## config.mk

```make
export PLATFORM = sky130hd
export DESIGN_NAME = ndata_serializer
export DESIGN_NICKNAME = d
export VERILOG_FILES = /design/src/rtl/ndata_serializer_pkg.sv /design/src/rtl/ndata_serializer_lsb_priority_enc.sv /design/src/rtl/ndata_serializer_skid.sv /design/src/rtl/ndata_serializer.sv
export SDC_FILE = /design/constraint.sdc
export NUM_CORES = 1
export LEC_CHECK = 0
export ABC_AREA = 1
export CAP_MARGIN = 0
export CORE_ASPECT_RATIO = 0.5
export CORE_UTILIZATION = 33
export DETAILED_ROUTE_END_ITERATION = 16
export PLACE_DENSITY = 0.67
export SYNTH_ARGS = -nofsm -noshare
export SYNTH_HDL_FRONTEND = slang
export SYNTH_SLANG_ARGS = --single-unit
```

## constraint.sdc

```tcl
create_clock -name clk -period 2.8 [get_ports clk]
set_clock_uncertainty 0.15 [all_clocks]
set_input_delay 0.56 -clock clk [delete_from_list [all_inputs] [get_ports clk]]
set_output_delay 0.56 -clock clk [all_outputs]
set_load 0.05 [all_outputs]
```

## src/rtl/ndata_serializer_pkg.sv

```systemverilog
// Shared types, sizing constants and mask helpers for the ndata serializer.
// Latency: n/a (package only).
// Backpressure: n/a (package only).
package ndata_serializer_pkg;

    // Default lane count and the widest lane count the helpers support.
    localparam int NUM_ELEMENTS_DEFAULT = 8;
    localparam int MAX_ELEMENTS         = 64;
    localparam int MAX_IDX_BITS         = 6;

    // Index width for the default lane count (a 1-lane build still needs one bit).
    localparam int IDX_BITS = (NUM_ELEMENTS_DEFAULT > 1) ? $clog2(NUM_ELEMENTS_DEFAULT) : 1;

    // Element carried per lane and per output beat.
    typedef logic [31:0] data_t;
    localparam int DATA_W = $bits(data_t);

    // One narrow output beat; also the payload of the optional output skid stage.
    typedef struct packed {
        data_t data;
        logic  keep;
        logic  last;
    } out_beat_t;

    localparam logic [MAX_ELEMENTS-1:0] MASK_ONE = {{(MAX_ELEMENTS-1){1'b0}}, 1'b1};

    // Index of the lowest set bit; returns 0 for an all-zero mask.
    function automatic logic [MAX_IDX_BITS-1:0] lowest_set_idx(input logic [MAX_ELEMENTS-1:0] mask);
        logic [MAX_IDX_BITS-1:0] idx;
        idx = '0;
        for (int i = MAX_ELEMENTS - 1; i >= 0; i--) begin
            if (mask[i]) begin
                idx = MAX_IDX_BITS'(i);
            end
        end
        return idx;
    endfunction

    // True when at most one bit of the mask is set.
    function automatic logic is_onehot_or_zero(input logic [MAX_ELEMENTS-1:0] mask);
        return (mask & (mask - MASK_ONE)) == '0;
    endfunction

endpackage

```

## src/rtl/ndata_serializer_lsb_priority_enc.sv

```systemverilog
// Lowest-set-bit priority encoder over a lane mask.
// Latency: combinational.
// Backpressure: none (pure function of mask_i).
module ndata_serializer_lsb_priority_enc #(
    parameter int WIDTH = 8,
    parameter int IDX_W = (WIDTH > 1) ? $clog2(WIDTH) : 1
) (
    input  logic [WIDTH-1:0] mask_i,
    output logic [IDX_W-1:0] idx_o,
    output logic             any_o
);
    import ndata_serializer_pkg::*;

    // Zero-extend to the helper's fixed width; an empty mask yields index 0.
    always_comb begin
        idx_o = IDX_W'(lowest_set_idx(MAX_ELEMENTS'(mask_i)));
        any_o = |mask_i;
    end

endmodule

```

## src/rtl/ndata_serializer_skid.sv

```systemverilog
// Two-entry output skid stage; only built when NDATA_SERIALIZER_SKID_EN is defined.
// Latency: one cycle from input accept to out_valid_o.
// Backpressure: in_ready_o is registered (low only while the skid slot is full).
`ifdef NDATA_SERIALIZER_SKID_EN
module ndata_serializer_skid #(
    parameter int WIDTH = 34
) (
    input  logic             clk,
    input  logic             rst_n,
    input  logic             in_valid_i,
    output logic             in_ready_o,
    input  logic [WIDTH-1:0] in_data_i,
    output logic             out_valid_o,
    input  logic             out_ready_i,
    output logic [WIDTH-1:0] out_data_o
);
    logic             out_valid_q, out_valid_d;
    logic [WIDTH-1:0] out_data_q, out_data_d;
    logic             skid_valid_q, skid_valid_d;
    logic [WIDTH-1:0] skid_data_q, skid_data_d;

    // The skid slot absorbs the one beat that arrives in the cycle the output stalls.
    always_comb begin
        out_valid_d  = out_valid_q;
        out_data_d   = out_data_q;
        skid_valid_d = skid_valid_q;
        skid_data_d  = skid_data_q;
        if (out_ready_i || !out_valid_q) begin
            if (skid_valid_q) begin
                out_valid_d  = 1'b1;
                out_data_d   = skid_data_q;
                skid_valid_d = 1'b0;
            end else begin
                out_valid_d = in_valid_i;
                if (in_valid_i) begin
                    out_data_d = in_data_i;
                end
            end
        end else if (in_valid_i && !skid_valid_q) begin
            skid_valid_d = 1'b1;
            skid_data_d  = in_data_i;
        end
    end

    // Output and skid registers, synchronous active-low reset.
    always_ff @(posedge clk) begin
        if (!rst_n) begin
            out_valid_q  <= 1'b0;
            out_data_q   <= '0;
            skid_valid_q <= 1'b0;
            skid_data_q  <= '0;
        end else begin
            out_valid_q  <= out_valid_d;
            out_data_q   <= out_data_d;
            skid_valid_q <= skid_valid_d;
            skid_data_q  <= skid_data_d;
        end
    end

    assign in_ready_o  = !skid_valid_q;
    assign out_valid_o = out_valid_q;
    assign out_data_o  = out_data_q;

endmodule
`endif

```

## src/rtl/ndata_serializer.sv

```systemverilog
// Wide-to-narrow serializer: emits kept lanes of each beat in ascending order, one per cycle; optional output skid via NDATA_SERIALIZER_SKID_EN.
// Latency: 1 cycle accept->first out_valid_o (2 with NDATA_SERIALIZER_SKID_EN).
// Backpressure: in_ready_o only on the final emit of the held beat; without the skid it depends combinationally on out_ready_i.
module ndata_serializer #(
    parameter int NUM_ELEMENTS = ndata_serializer_pkg::NUM_ELEMENTS_DEFAULT
) (
    input  logic                                           clk,
    input  logic                                           rst,
    input  logic [NUM_ELEMENTS*ndata_serializer_pkg::DATA_W-1:0] in_data_i,
    input  logic [NUM_ELEMENTS-1:0]                        in_keep_i,
    input  logic                                           in_last_i,
    input  logic                                           in_valid_i,
    output logic                                           in_ready_o,
    output logic [ndata_serializer_pkg::DATA_W-1:0]        out_data_o,
    output logic                                           out_keep_o,
    output logic                                           out_last_o,
    output logic                                           out_valid_o,
    input  logic                                           out_ready_i
);
    import ndata_serializer_pkg::*;

    localparam int DW    = DATA_W;
    localparam int IDX_W = (NUM_ELEMENTS > 1) ? $clog2(NUM_ELEMENTS) : 1;
    localparam logic [NUM_ELEMENTS-1:0] LANE_ONE = {{(NUM_ELEMENTS-1){1'b0}}, 1'b1};

    // Hold register: the accepted wide beat plus the lanes still to be emitted.
    logic [NUM_ELEMENTS*DW-1:0] data_q, data_d;
    logic [NUM_ELEMENTS-1:0]    rem_q, rem_d;
    logic                       last_q, last_d;
    logic                       hold_valid_q, hold_valid_d;

    logic [IDX_W-1:0] idx;
    logic             any;
    logic             final_emit;
    logic             emit_rdy;
    logic             load;
    logic             in_ready;
    out_beat_t        beat;

    ndata_serializer_lsb_priority_enc #(
        .WIDTH (NUM_ELEMENTS),
        .IDX_W (IDX_W)
    ) u_enc (
        .mask_i (rem_q),
        .idx_o  (idx),
        .any_o  (any)
    );

    // Current narrow beat from the hold register; an empty terminator (rem==0) reads lane 0.
    always_comb begin
        final_emit = is_onehot_or_zero(MAX_ELEMENTS'(rem_q));
        beat.data  = data_q[idx*DW +: DW];
        beat.keep  = any;
        beat.last  = last_q && final_emit;
    end

    // A new beat may enter when the hold is empty or its last element leaves this cycle.
    always_comb begin
        in_ready = !hold_valid_q || (emit_rdy && final_emit);
        load     = in_valid_i && in_ready;
    end

    // Next state: load overrides the final emit; keep==0 && last==0 beats never become valid.
    always_comb begin
        data_d       = data_q;
        rem_d        = rem_q;
        last_d       = last_q;
        hold_valid_d = hold_valid_q;
        if (load) begin
            data_d       = in_data_i;
            rem_d        = in_keep_i;
            last_d       = in_last_i;
            hold_valid_d = (|in_keep_i) || in_last_i;
        end else if (hold_valid_q && emit_rdy) begin
            rem_d = rem_q & ~(LANE_ONE << idx);
            if (final_emit) begin
                hold_valid_d = 1'b0;
            end
        end
    end

    // Hold register update; reset discards any partially emitted beat.
    always_ff @(posedge clk) begin
        if (rst) begin
            data_q       <= '0;
            rem_q        <= '0;
            last_q       <= 1'b0;
            hold_valid_q <= 1'b0;
        end else begin
            data_q       <= data_d;
            rem_q        <= rem_d;
            last_q       <= last_d;
            hold_valid_q <= hold_valid_d;
        end
    end

    assign in_ready_o = in_ready;

`ifdef NDATA_SERIALIZER_SKID_EN
    out_beat_t skid_beat;

    ndata_serializer_skid #(
        .WIDTH ($bits(out_beat_t))
    ) u_skid (
        .clk         (clk),
        .rst_n       (!rst),
        .in_valid_i  (hold_valid_q),
        .in_ready_o  (emit_rdy),
        .in_data_i   (beat),
        .out_valid_o (out_valid_o),
        .out_ready_i (out_ready_i),
        .out_data_o  (skid_beat)
    );

    assign out_data_o = skid_beat.data;
    assign out_keep_o = skid_beat.keep;
    assign out_last_o = skid_beat.last;
`else
    assign emit_rdy    = out_ready_i;
    assign out_valid_o = hold_valid_q;
    assign out_data_o  = beat.data;
    assign out_keep_o  = beat.keep;
    assign out_last_o  = beat.last;
`endif

endmodule
```

* After elaboration in Yosys (flattened, before gate mapping)
Cells that the tools add are included.
** Storage, ports and cells
- Register bits after elaboration :: 266
- Output and inout bits :: 36
** Cells by class
- $add $sub $neg :: 1
- Shift operators :: 2
- Mux-type cells :: 13
- Bitwise gates (word level) :: 3
- Reduce and logical (&&, ||, !) cells :: 13
** Operators with widths (count)
- variable part select 256 x 9 -> 32 bit :: 1
- bitwise AND 8 x 64 -> 64 bit :: 1
- zero test 64 bit :: 1
- two-way mux 3 bit :: 8
- two-way mux 8 bit :: 2
- OR reduction 8 bit :: 2
- subtractor 8 x 1 -> 9 bit, second input constant :: 1
- bitwise AND 8 bit :: 1
- inverter 8 bit :: 1
- left shift 1 x 3 -> 8 bit, first input constant :: 1
- logical AND 1 bit :: 4
- nonzero test 2 bit :: 2
- two-way mux 1 bit :: 3
- logical OR 1 bit :: 2
- AND reduction 2 bit :: 1
- zero test 1 bit :: 1

* Longest topological paths before layout
- Word-level depth :: 13
- Depth in mapped cells :: 13
- Mapped depth without buffers :: 11

* Hierarchy
Synthesis repeated with hierarchy kept, for this count alone.
** Second synthesis, totals
- Cell total of the unflattened synthesis :: 1555
- Area, all modules :: 11136.9 sq um
** By module, submodules not included
- ndata_serializer :: times used 1, cells each 1533, area each 11038.1 sq um
- ndata_serializer_lsb_priority_enc :: times used 1, cells each 22, area each 98.8 sq um

* Least setup slack after synthesis
Ideal clock, no wire load.
- Path type :: register -> output
- Start point :: register rem_q[0]
- End point :: output port out_data_o[19] (netlist name)
- Arrival :: 1.931 ns
- Setup slack :: 0.159 ns
- Cell stages (with the launch flop) :: 8
- Path buffers :: 2
- Cell sequence :: dfxtp_1 nor2_4 nand2_1 nor2_1 clkbuf_1 clkbuf_1 nand2_1 nand2_1
** Between the ends
- Longest elaborated chain between the ends :: 2
** Ends and longest elaborated chain
- from (decl) :: line ndata_serializer.sv:28 : logic [NUM_ELEMENTS-1:0] rem_q, rem_d;
- from (signal assigned) :: line ndata_serializer.sv:91 : rem_q <= rem_d;
- two-way mux 3 bit :: line ndata_serializer_pkg.sv:32 : if (mask[i]) begin
- variable part select 256 x 9 -> 32 bit :: line ndata_serializer.sv:52 : beat.data = data_q[idx*DW +: DW];
- to (decl) :: line ndata_serializer.sv:14 : output logic [ndata_serializer_pkg::DATA_W-1:0] out_data_o,
No other way between the ends.

* Final worst setup path
- Start point :: register rem_q[6]
- End point :: output port out_data_o[11] (netlist name)
** Between the ends
- Longest elaborated chain between the ends :: 8
** Ends and longest elaborated chain (line)
- two-way mux 3 bit (7 in series) :: ndata_serializer_pkg.sv:32
- variable part select 256 x 9 -> 32 bit :: ndata_serializer.sv:52
No other way between the ends.

==> flow_summary.json <==
{
  "status": "finished with violations",
  "violations": "negative setup slack",
  "fin_crit_ns": 3.21,
  "finalMaxSlewViolations": 0,
  "ir_drop_mv": 0.379,
  "power_density_nw_per_um2": 706,
  "cts_sinks": 266,
  "cp-endpoint": "out_data_o[11]",
  "syn_inst": 1687,
  "chipWidth_um": 267,
  "p_leak_nw": 6.94,
  "slew_headroom": 0.512,
  "grt_pass1_vias": 11913,
  "antenna_found_initial": 8,
  "yosysWarnings": 0,
  "timing.rr.start": "rem_q[0]$_SDFFE_PP0P_",
  "crit_start": "rem_q[6]$_SDFFE_PP0P_",
  "antenna_left": 0,
  "fin_crit_sh": 1.15,
  "hold_viol_final": 0,
  "firstDrtPassIters": 8,
  "rr_worst_depth": 13,
  "final_cell_mix": "nand2_1 (724), clkdlybuf4s50_1 (268), a21oi_1 (263)",
  "synth.avg_cell_area_um2": 6.86,
  "drc_errors": 0,
  "ys_seq_area_frac": 0.460,
  "post-route-util": 0.512,
  "cp-end-kind": "output port",
  "dieHeight_um": 134,
  "hold_path_class": "reg2reg",
  "reg2reg_to": "data_q[61]$_SDFFE_PP0P_",
  "clock_latency_ns": 0.54,
  "crit_path_max_fanout": 7,
  "path_class": "reg2out",
  "clock_path_buffers": 3,
  "placementRows": 48,
  "reg2reg_slack_ns": 0.13,
  "grt.total_usage": 0.251,
  "gp_congestion": 0.875,
  "die-area_um2": 35900,
  "holdWs_ns": 0.316,
  "critPathLaunchType": "flop",
  "ys_seq_elements": 266,
  "max_freq_mhz": 311,
  "dp_hpwl_mm": 28.7,
  "worstMarginPinSlew_ns": 0.732,
  "grt_pass1_wl_mm": 69.9,
  "h-tree-depth": 1,
  "cap_violations": 0,
  "power_mw": 12.5,
  "vias": 12639,
  "rsz0062_at_grt": "yes",
  "via_per_inst": 5.10,
  "overflow": 0,
  "cp.arrival_ns": 2.50,
  "fin_ws_ns": -0.411,
  "syn_nets": 1956,
  "area_delta_synth_final_pct": 52.4,
  "worstPathRequired_ns": 2.09,
  "netlist_area_um2": 11600,
  "initial_core_util": 0.336,
  "setup_viol_count_final": 32,
  "drtIter0Drc": 1281,
  "dpl_cell_area_um2": 15300,
  "ioPinCount": 305,
  "routedWlPerCell_um": 18.8,
  "synth.distinct_cells": 24,
  "root_buffer": "clkbuf_16",
  "clk_pin_slew_ns": 0.07,
  "place_ws_ns": 0.112,
  "tritoncts": "built",
  "final_common_cell": "nand2_1",
  "drt_wl_total_mm": 46.5,
  "fp.coreArea_um2": 34500,
  "cts_buffers": 26,
  "finalNetCount": 2242,
  "drive_gt1_frac": 0.147,
  "postCtsHoldBufs": 0,
  "port_buffers": 304,
  "fin_area_um2": 17600,
  "grt_max_degree": 139
}
flip-flops by register name, indices dropped and copies added (netlist names):
signal / count
rem_q: 8
data_q: 256
last_q: 1
out_valid_o: 1
per-layer routing:
metal / track usage / share of wire / routed length (µm) / up-vias
met2: 0.415 / 0.48 / 22200 / 523
met4: 0.0929 / 0.040 / 1840 / 0
li1: - / - / - / 6036
met3: 0.0351 / 0.066 / 3070 / 114
met1: 0.333 / 0.42 / 19400 / 5966
met5: 0 / 0 / 0 / -
cell usage after synthesis (all sizes together):
cell type | number | share of area
a211oi | 6 | 0.0039
a21oi | 269 | 0.12
and3 | 1 | 0.00054
buf | 68 | 0.043
clkbuf | 57 | 0.018
clkinv | 1 | 0.00043
dfxtp | 266 | 0.46
inv | 28 | 0.0091
nand2 | 823 | 0.27
nand3 | 85 | 0.037
nand3b | 1 | 0.00065
nand4 | 59 | 0.032
nor2 | 19 | 0.0075
nor3 | 2 | 0.00087
nor4 | 1 | 0.00054
o21bai | 1 | 0.00065
cells by family after synthesis:
group                  Yosys count  share of synthesized area
AND/OR/NAND/NOR                991                      0.347
flip-flops                     266                      0.460
AO/OA/AOI/OAI                  276                      0.121
buffers and inverters          154                     0.0713
area by class of cell:
class | instances | area (µm²)
diodes | 8 | 20.0
flip-flops and latches | 266 | 5340
clock inverters | 17 | 288
inverters | 29 | 114
fillers | 3256 | 16800
multi-input cells | 1267 | 5830
well taps | 475 | 594
clock buffers | 31 | 721
repair buffers | 383 | 4740
how the worst min path moves through the flow:
| stage | from | to | slack [ns] | depth (start not counted) |
|---|---|---|---|---|
| 2_1_floorplan | data_q[91]$_SDFFE_PP0P_ | data_q[91]$_SDFFE_PP0P_ | 0.29 | 2 |
| 3_3_place_gp | data_q[53]$_SDFFE_PP0P_ | data_q[53]$_SDFFE_PP0P_ | 0.30 | 2 |
| 3_5_place_dp | data_q[0]$_SDFFE_PP0P_ | data_q[0]$_SDFFE_PP0P_ | 0.31 | 2 |
| 4_1_cts | data_q[210]$_SDFFE_PP0P_ | data_q[210]$_SDFFE_PP0P_ | 0.32 | 2 |
| 5_1_grt | data_q[153]$_SDFFE_PP0P_ | data_q[153]$_SDFFE_PP0P_ | 0.33 | 2 |
| 6_report | data_q[149]$_SDFFE_PP0P_ | data_q[149]$_SDFFE_PP0P_ | 0.32 | 2 |
per-stage QoR:
step / cells / setup TNS [ns]
2_1_floorplan: 1687 / 0
3_3_place_gp: 2372 / 0
3_5_place_dp: 2372 / 0
4_1_cts: 2461 / -11.16
5_1_grt: 2476 / -15.39
6_report: 2476 / -11.61
worst max-delay path, stage by stage, from the launching register on:
cell	delay (ns)
dfxtp_2	0.32
inv_2	0.07
a21oi_2	0.05
o21bai_1	0.15
nand2_2	0.12
nand2_2	0.10
nand2_2	0.06
nor2_4	0.13
buf_6	0.16
buf_6	0.11
buf_16	0.14
nand2_1	0.05
nand4_1	0.11
nand2_2	0.12
nand2_2	0.11
buf_12	0.14
timing repair:
action / in CTS / in global routing
setup endpoints to repair: 33 / 34
cloned: 18 / 1
setup buffers: 24 / 7
pin swaps: 37 / 53
gates resized for setup: 111 / 56
report_power, final:
| part | switching, mW | internal, mW | leakage, nW |
|---|---|---|---|
| clock network | 1.59 | 2.57 | 0.500 |
| registers | 0.180 | 4.05 | 2.19 |
| logic | 2.21 | 1.85 | 4.25 |
Note: power is estimated with default switching activity, not from simulation.
